`config.mk`:
```
export PLATFORM = sky130hd
export DESIGN_NAME = soc_membus_arbiter_flat
export DESIGN_NICKNAME = d
export VERILOG_FILES = /design/src/rtl/soc_membus_arbiter_pkg.sv /design/src/rtl/soc_membus_arbiter_if.sv /design/src/rtl/soc_arb_watchdog.sv /design/src/rtl/soc_membus_arbiter.sv /design/src/flat_wrapper.sv
export SDC_FILE = /design/constraint.sdc
export NUM_CORES = 1
export LEC_CHECK = 0
export ABC_AREA = 1
export BUFFER_PORTS_ARGS = -buffer_cell sky130_fd_sc_hd__buf_2
export CORE_AREA = 3 3 122 124
export DETAILED_ROUTE_END_ITERATION = 10
export DIE_AREA = 0 0 125 127
export PLACE_DENSITY_LB_ADDON = 0.15
export SYNTH_ARGS = -nofsm -noshare
export SYNTH_HDL_FRONTEND = slang
export SYNTH_SLANG_ARGS = --single-unit
```
`constraint.sdc`:
```
create_clock -name clk -period 1.76 [get_ports clk]
set_input_delay 0.176 -clock clk [delete_from_list [all_inputs] [get_ports clk]]
set_output_delay 0.176 -clock clk [all_outputs]
set_load 0.05 [all_outputs]
```
`src/rtl/soc_membus_arbiter_pkg.sv`:
```
// Shared types and constants for the SoC_MemBus arbiter and its helpers.
package soc_membus_pkg;

    typedef enum logic [1:0] {
        IDLE = 2'd0,
        GNT0 = 2'd1,
        GNT1 = 2'd2
    } arb_state_t;

    localparam logic [1:0] OWNER_NONE = 2'b00;
    localparam logic [1:0] OWNER_M0   = 2'b01;
    localparam logic [1:0] OWNER_M1   = 2'b10;

    // Read data returned to a master whose transaction was aborted by the watchdog.
    localparam logic [31:0] TIMEOUT_READ_DATA = 32'hDEAD_BEEF;

    localparam int ADDR_W = 32;
    localparam int DATA_W = 32;
    localparam int BE_W   = 4;

endpackage

```
`src/rtl/soc_membus_arbiter_if.sv`:
```
// SoC_MemBus point-to-point link.
// Handshake: the master raises req with addr/write_en/write_data/byte_en and
// holds them stable until it sees valid; the slave pulses valid for exactly one
// cycle per request (with read_data for reads); the master drops req in the
// cycle after valid. There is no back-pressure beyond withholding valid.
interface SoC_MemBus;
    import soc_membus_pkg::*;

    logic              req;
    logic [ADDR_W-1:0] addr;
    logic              write_en;
    logic [DATA_W-1:0] write_data;
    logic [BE_W-1:0]   byte_en;
    logic              valid;
    logic [DATA_W-1:0] read_data;

    modport Master (output req, addr, write_en, write_data, byte_en,
                    input  valid, read_data);
    modport Slave  (input  req, addr, write_en, write_data, byte_en,
                    output valid, read_data);
endinterface

```
`src/rtl/soc_arb_watchdog.sv`:
```
// Saturating cycle counter that flags a transaction which has waited too long.
// TIMEOUT_CYCLES = 0 disables counting entirely and expired never asserts.
module soc_arb_watchdog #(
    parameter int TIMEOUT_CYCLES = 1024,
    parameter int CNT_WIDTH      = 11
) (
    input  logic clk,
    input  logic res,
    input  logic clr,
    input  logic en,
    output logic expired
);
    localparam logic [CNT_WIDTH-1:0] LIMIT =
        (TIMEOUT_CYCLES == 0) ? '0 : CNT_WIDTH'(TIMEOUT_CYCLES - 1);

    logic [CNT_WIDTH-1:0] cnt;

    // Count enabled cycles, stopping at LIMIT so the value never wraps.
    always_ff @(posedge clk) begin
        if (!res) begin
            cnt <= '0;
        end else if (clr) begin
            cnt <= '0;
        end else if (en && (TIMEOUT_CYCLES != 0) && (cnt != LIMIT)) begin
            cnt <= cnt + CNT_WIDTH'(1);
        end
    end

    assign expired = (TIMEOUT_CYCLES != 0) && en && (cnt == LIMIT);

endmodule

```
`src/rtl/soc_membus_arbiter.sv`:
```
// Two-master arbiter for one SoC_MemBus slave: m0 = CPU, m1 = UART bridge.
// One complete transaction per grant; a watchdog aborts hung transactions.
module soc_membus_arbiter
    import soc_membus_pkg::*;
#(
    parameter int PRIO_MODE      = 0,
    parameter int TIMEOUT_CYCLES = 1024,
    parameter int CNT_WIDTH      = 11
) (
    input  logic             clk,
    input  logic             res,
    SoC_MemBus.Slave         m0,
    SoC_MemBus.Slave         m1,
    SoC_MemBus.Master        s,
    output logic [1:0]       owner,
    output logic             timeout_err
);
    arb_state_t state_q, state_d;
    logic       last_grant_q;   // 1 = m1 was granted last, 0 = m0
    logic       wd_en, wd_clr, wd_expired;

    // The watchdog runs only while a grant is open and restarts on completion.
    assign wd_en  = (state_q != IDLE);
    assign wd_clr = (state_q == IDLE) || s.valid;

    soc_arb_watchdog #(
        .TIMEOUT_CYCLES (TIMEOUT_CYCLES),
        .CNT_WIDTH      (CNT_WIDTH)
    ) u_watchdog (
        .clk     (clk),
        .res     (res),
        .clr     (wd_clr),
        .en      (wd_en),
        .expired (wd_expired)
    );

    // State register and round-robin history, updated when a grant opens.
    always_ff @(posedge clk) begin
        if (!res) begin
            state_q      <= IDLE;
            last_grant_q <= 1'b1;
        end else begin
            state_q <= state_d;
            if (state_q == IDLE && state_d == GNT0) begin
                last_grant_q <= 1'b0;
            end else if (state_q == IDLE && state_d == GNT1) begin
                last_grant_q <= 1'b1;
            end
        end
    end

    // Next-state selection plus the routing mux between owner and slave.
    always_comb begin
        state_d      = state_q;
        owner        = OWNER_NONE;
        timeout_err  = 1'b0;
        s.req        = 1'b0;
        s.addr       = '0;
        s.write_en   = 1'b0;
        s.write_data = '0;
        s.byte_en    = '0;
        m0.valid     = 1'b0;
        m0.read_data = '0;
        m1.valid     = 1'b0;
        m1.read_data = '0;

        case (state_q)
            IDLE: begin
                if (m0.req && m1.req) begin
                    // Fixed priority favours the bridge; round-robin alternates.
                    state_d = ((PRIO_MODE != 0) || !last_grant_q) ? GNT1 : GNT0;
                end else if (m0.req) begin
                    state_d = GNT0;
                end else if (m1.req) begin
                    state_d = GNT1;
                end
            end
            GNT0: begin
                owner        = OWNER_M0;
                s.req        = m0.req;
                s.addr       = m0.addr;
                s.write_en   = m0.write_en;
                s.write_data = m0.write_data;
                s.byte_en    = m0.byte_en;
                m0.valid     = s.valid;
                m0.read_data = s.read_data;
                if (s.valid) begin
                    state_d = IDLE;
                end else if (wd_expired) begin
                    s.req        = 1'b0;
                    m0.valid     = 1'b1;
                    m0.read_data = TIMEOUT_READ_DATA;
                    timeout_err  = 1'b1;
                    state_d      = IDLE;
                end
            end
            GNT1: begin
                owner        = OWNER_M1;
                s.req        = m1.req;
                s.addr       = m1.addr;
                s.write_en   = m1.write_en;
                s.write_data = m1.write_data;
                s.byte_en    = m1.byte_en;
                m1.valid     = s.valid;
                m1.read_data = s.read_data;
                if (s.valid) begin
                    state_d = IDLE;
                end else if (wd_expired) begin
                    s.req        = 1'b0;
                    m1.valid     = 1'b1;
                    m1.read_data = TIMEOUT_READ_DATA;
                    timeout_err  = 1'b1;
                    state_d      = IDLE;
                end
            end
            default: state_d = IDLE;
        endcase
    end

endmodule
```
`src/flat_wrapper.sv`:
```
// flat-port wrapper written by rule: the top's interface ports become plain ports
module soc_membus_arbiter_flat import soc_membus_pkg::*;
#(
    parameter int PRIO_MODE      = 0,
    parameter int TIMEOUT_CYCLES = 1024,
    parameter int CNT_WIDTH      = 11
)
  (clk, res, owner, timeout_err, m0_req, m0_addr, m0_write_en, m0_write_data, m0_byte_en, m0_valid, m0_read_data, m1_req, m1_addr, m1_write_en, m1_write_data, m1_byte_en, m1_valid, m1_read_data, s_req, s_addr, s_write_en, s_write_data, s_byte_en, s_valid, s_read_data);
  SoC_MemBus m0_i ();
  SoC_MemBus m1_i ();
  SoC_MemBus s_i ();
  input  logic clk;
  input  logic res;
  output logic [1:0] owner;
  output logic timeout_err;
  input wire logic [$bits(m0_i.req)-1:0] m0_req;
  input wire logic [$bits(m0_i.addr)-1:0] m0_addr;
  input wire logic [$bits(m0_i.write_en)-1:0] m0_write_en;
  input wire logic [$bits(m0_i.write_data)-1:0] m0_write_data;
  input wire logic [$bits(m0_i.byte_en)-1:0] m0_byte_en;
  output wire logic [$bits(m0_i.valid)-1:0] m0_valid;
  output wire logic [$bits(m0_i.read_data)-1:0] m0_read_data;
  input wire logic [$bits(m1_i.req)-1:0] m1_req;
  input wire logic [$bits(m1_i.addr)-1:0] m1_addr;
  input wire logic [$bits(m1_i.write_en)-1:0] m1_write_en;
  input wire logic [$bits(m1_i.write_data)-1:0] m1_write_data;
  input wire logic [$bits(m1_i.byte_en)-1:0] m1_byte_en;
  output wire logic [$bits(m1_i.valid)-1:0] m1_valid;
  output wire logic [$bits(m1_i.read_data)-1:0] m1_read_data;
  output wire logic [$bits(s_i.req)-1:0] s_req;
  output wire logic [$bits(s_i.addr)-1:0] s_addr;
  output wire logic [$bits(s_i.write_en)-1:0] s_write_en;
  output wire logic [$bits(s_i.write_data)-1:0] s_write_data;
  output wire logic [$bits(s_i.byte_en)-1:0] s_byte_en;
  input wire logic [$bits(s_i.valid)-1:0] s_valid;
  input wire logic [$bits(s_i.read_data)-1:0] s_read_data;
  assign m0_i.req = m0_req;
  assign m0_i.addr = m0_addr;
  assign m0_i.write_en = m0_write_en;
  assign m0_i.write_data = m0_write_data;
  assign m0_i.byte_en = m0_byte_en;
  assign m0_valid = m0_i.valid;
  assign m0_read_data = m0_i.read_data;
  assign m1_i.req = m1_req;
  assign m1_i.addr = m1_addr;
  assign m1_i.write_en = m1_write_en;
  assign m1_i.write_data = m1_write_data;
  assign m1_i.byte_en = m1_byte_en;
  assign m1_valid = m1_i.valid;
  assign m1_read_data = m1_i.read_data;
  assign s_req = s_i.req;
  assign s_addr = s_i.addr;
  assign s_write_en = s_i.write_en;
  assign s_write_data = s_i.write_data;
  assign s_byte_en = s_i.byte_en;
  assign s_i.valid = s_valid;
  assign s_i.read_data = s_read_data;
  soc_membus_arbiter #(.PRIO_MODE(PRIO_MODE), .TIMEOUT_CYCLES(TIMEOUT_CYCLES), .CNT_WIDTH(CNT_WIDTH)) u_core (.clk(clk), .res(res), .m0(m0_i), .m1(m1_i), .s(s_i), .owner(owner), .timeout_err(timeout_err));
endmodule
```
==> results.ini <==
[clock_network]
cts_root_buf=clkbuf_16
worst_skew_pair.late_latency_ns=0.24
cts_made_buffers=3
ctsHoldBuffers=0
cts_max_path_buffers=2
cts.sinks=14
cts_tree=built
ctsHtreeMaxLevel=1
clk_pin_slew_ns=0.05

[logic_synthesis]
yosysMostFrequentCell=nand2_1
synth_edf_count=0
avgSynthCellArea_um2=5.06
syn_nets=642
ys.flop_type=dfxtp_1
ys_warn_count=0
netlist_area_mm2=0.00234
yosysTopAreaCellShare=0.265
ys_top_cells_by_count=nand2_1, a21oi_1, inv_1
synth-seq-cells=14
async_reset_ff_frac=0
synthCells=462
yosysSeqAreaShare=0.120
synth_cell_types=34
yosysTopAreaCell=a21oi_1
synth_area_leaders=a21oi_1, nand2_1, dfxtp_1

[setup_path]
reg2reg_slack_ns=0.20
critPathBufInv=5
end_kind=output pin
crit_slowest_cell=dfxtp_2
worst_path_most_repeated_cell=buf_6
ff2ff_path_depth=12
worst-path-max-fanout=8
crit_family=buffers and inverters
r2r_start=u_core.u_watchdog.cnt[1]
crit_type=reg -> out
max_stage_delay_ns=0.35
critPathArrivalTime_ns=1.82
r2r_end=u_core.u_watchdog.cnt[10]
cp_cell_sequence=ha_4 -> inv_2 -> nor2_4 -> buf_6 -> nand3_4 -> nor3_4 -> buf_6 -> clkbuf_16 -> nor3_4 -> buf_6
worst_setup_path_start_kind=flip-flop
required_ns=1.58

[power]
p_leak_nw=3.46
switchingPower_mw=2.21
combPwrFrac=0.811
ir_worst_vdd_mv=0.366
netSwitchingFraction=0.511
p_int_mw=2.12
power_density_mw_per_mm2=518
clkPwrFrac=0.109
p_seq_frac=0.080

[global_route]
track_usage=0.191
grt_overflow=0
use_met2=0.372
antenna_found_initial=2
grt_pass1_wl_um=24800
busiest_layer=met2
use_met1=0.219
grt_max_degree=34
grt_pass1_vias=4813
grtUsageMet3=0.0247

[worst_hold_path]
hold_depth=2
min_to=u_core.last_grant_q
min-delay-start=res
min-delay-path-class=in -> reg

[detailed_routing]
drtAntennaViolNets=0
drt-initial-drc-count=155
num_vias=4639
drt-total-wl_um=17300
wl_per_cell_um=17.0
via_per_inst=4.56
drt_pass1_iterations=4
drcViolationCount=0

[sta]
tightest_slew_ns=0.407
rsz0062_at_grt=true
fin_ws_ns=-0.231
hold_violations=0
skew_ns=0.00653
whs_ns=0.155
post-route-min-period_ns=1.99
relSlewSlack=0.729
max_freq_mhz=502
finalMaxSlewViolations=0
setup_viol=102
min_period_over_period=1.13

[place]
post-place-ws_ns=0.00384
place.gp.congestion=0.931
hpwl_um=12300
port_buffers=313

[finish]
fin_nets=1016
area_growth_pct=257
drive_gt1_frac=0.774
fillers=1117
utilization=0.603

[floorplan]
initial_utilization=0.169
die_y_um=127
row_count=43
die_w_um=125
fp.coreArea_mm2=0.0139
num_io_pins=314
die_area_mm2=0.0159

[status]
violations=negative setup slack
status=finished, violations left

[job]
maxCapViolations=0

## worst max path at each step
stage,start,end,slack [ns],depth (start not counted)
after floorplan,u_core.u_watchdog.cnt[1],m0_read_data[29],-0.13,7
after global placement,u_core.u_watchdog.cnt[1],m0_read_data[29],0.005,9
after detailed placement,u_core.u_watchdog.cnt[1],m0_read_data[29],0.004,9
after CTS,u_core.u_watchdog.cnt[1],m0_read_data[29],-0.23,9
after global routing,u_core.u_watchdog.cnt[7],m0_read_data[17],-0.30,8
final,u_core.u_watchdog.cnt[1],m0_read_data[20],-0.23,10
## power by group through the flow
stage	registers, mW	clock network (mW)	logic (mW)
6_report	0.346	0.474	3.52
5_1_grt	0.348	0.499	3.67
4_1_cts	0.346	0.483	3.34
3_5_place_dp	0.350	0	2.62
3_3_place_gp	0.350	0	2.60
2_1_floorplan	0.351	0	1.85
## metrics by stage
step	TNS (ns)	instances	power [mW]	cell area [µm²]
global placement	0	968	2.95	6040
floorplan	-1.53	462	2.21	4030
detailed placement	0	968	2.97	6040
finish	-12.67	1017	4.34	8360
CTS	-15.02	1002	4.17	7870
global route	-20.96	1017	4.52	8360
## state kept, by name, summed over array words and instances (netlist names)
signal,cells
u_core.u_watchdog.cnt,11
u_core.last_grant_q,1
u_core.state_q,2
## cells by family after synthesis
kind of cell             count (synthesis)  share of synthesized area
AND/OR/NAND/NOR                        214                      0.391
AO/OA/AOI/OAI                          137                      0.299
buffers and inverters                   92                      0.164
flip-flops                              14                      0.120
adder cells (fa/ha/maj)                  5                     0.0267
## layer usage
metal  share of wire  up-vias
met5               0        -
met2            0.55      207
met1            0.37     2161
met3           0.056       20
li1                -     2251
met4           0.021        0
## final cells by class
type / count / area (µm²) / area share
diodes: 2 / 5.00 / 0.000598
clock buffers: 4 / 88.8 / 0.0106
inverters: 56 / 233 / 0.0278
multi-input cells: 356 / 3510 / 0.420
flip-flops and latches: 14 / 290 / 0.0347
well taps: 180 / 225 / 0.0269
repair buffers: 404 / 4000 / 0.478
repair inverters: 1 / 11.3 / 0.00135
## timing repair
item	4_1_cts	5_1_grt
setup endpoints to repair	137	137
setup buffers	18	9
cloned	13	8
resized for setup	369	86
endpoints found under the hold margin	0	0
pin swaps	25	25
## cells in the final DEF (no fill, tap or decap), types with 3 or more instances in the layout
cell type and n:
nand4_1 3, nor2_2 3, a21oi_4 111, buf_4 31, dfxtp_1 10, nand2_4 21
buf_2 176, inv_1 48, a21oi_1 8, nor2_1 10, buf_6 116, nand2_1 85
nor3_4 16, a21oi_2 6, ha_4 4, buf_16 11, nand3_1 7, nand2_2 53
buf_8 36, clkbuf_16 11, o21ai_0 6, inv_4 3, buf_12 25, nor2_4 5
## worst register-to-register path: stages, from the launching register on
cell     delay [ns]
dfxtp_2        0.33
ha_4           0.16
inv_2          0.07
nor2_4         0.04
nand3_2        0.06
buf_4          0.10
nand2_1        0.10
inv_2          0.12
nand2_1        0.09
nor2_1         0.20
nand2_1        0.08
nand3_1        0.07
inv_1          0.04
No activity file was read; power rests on OpenSTA's default activity.
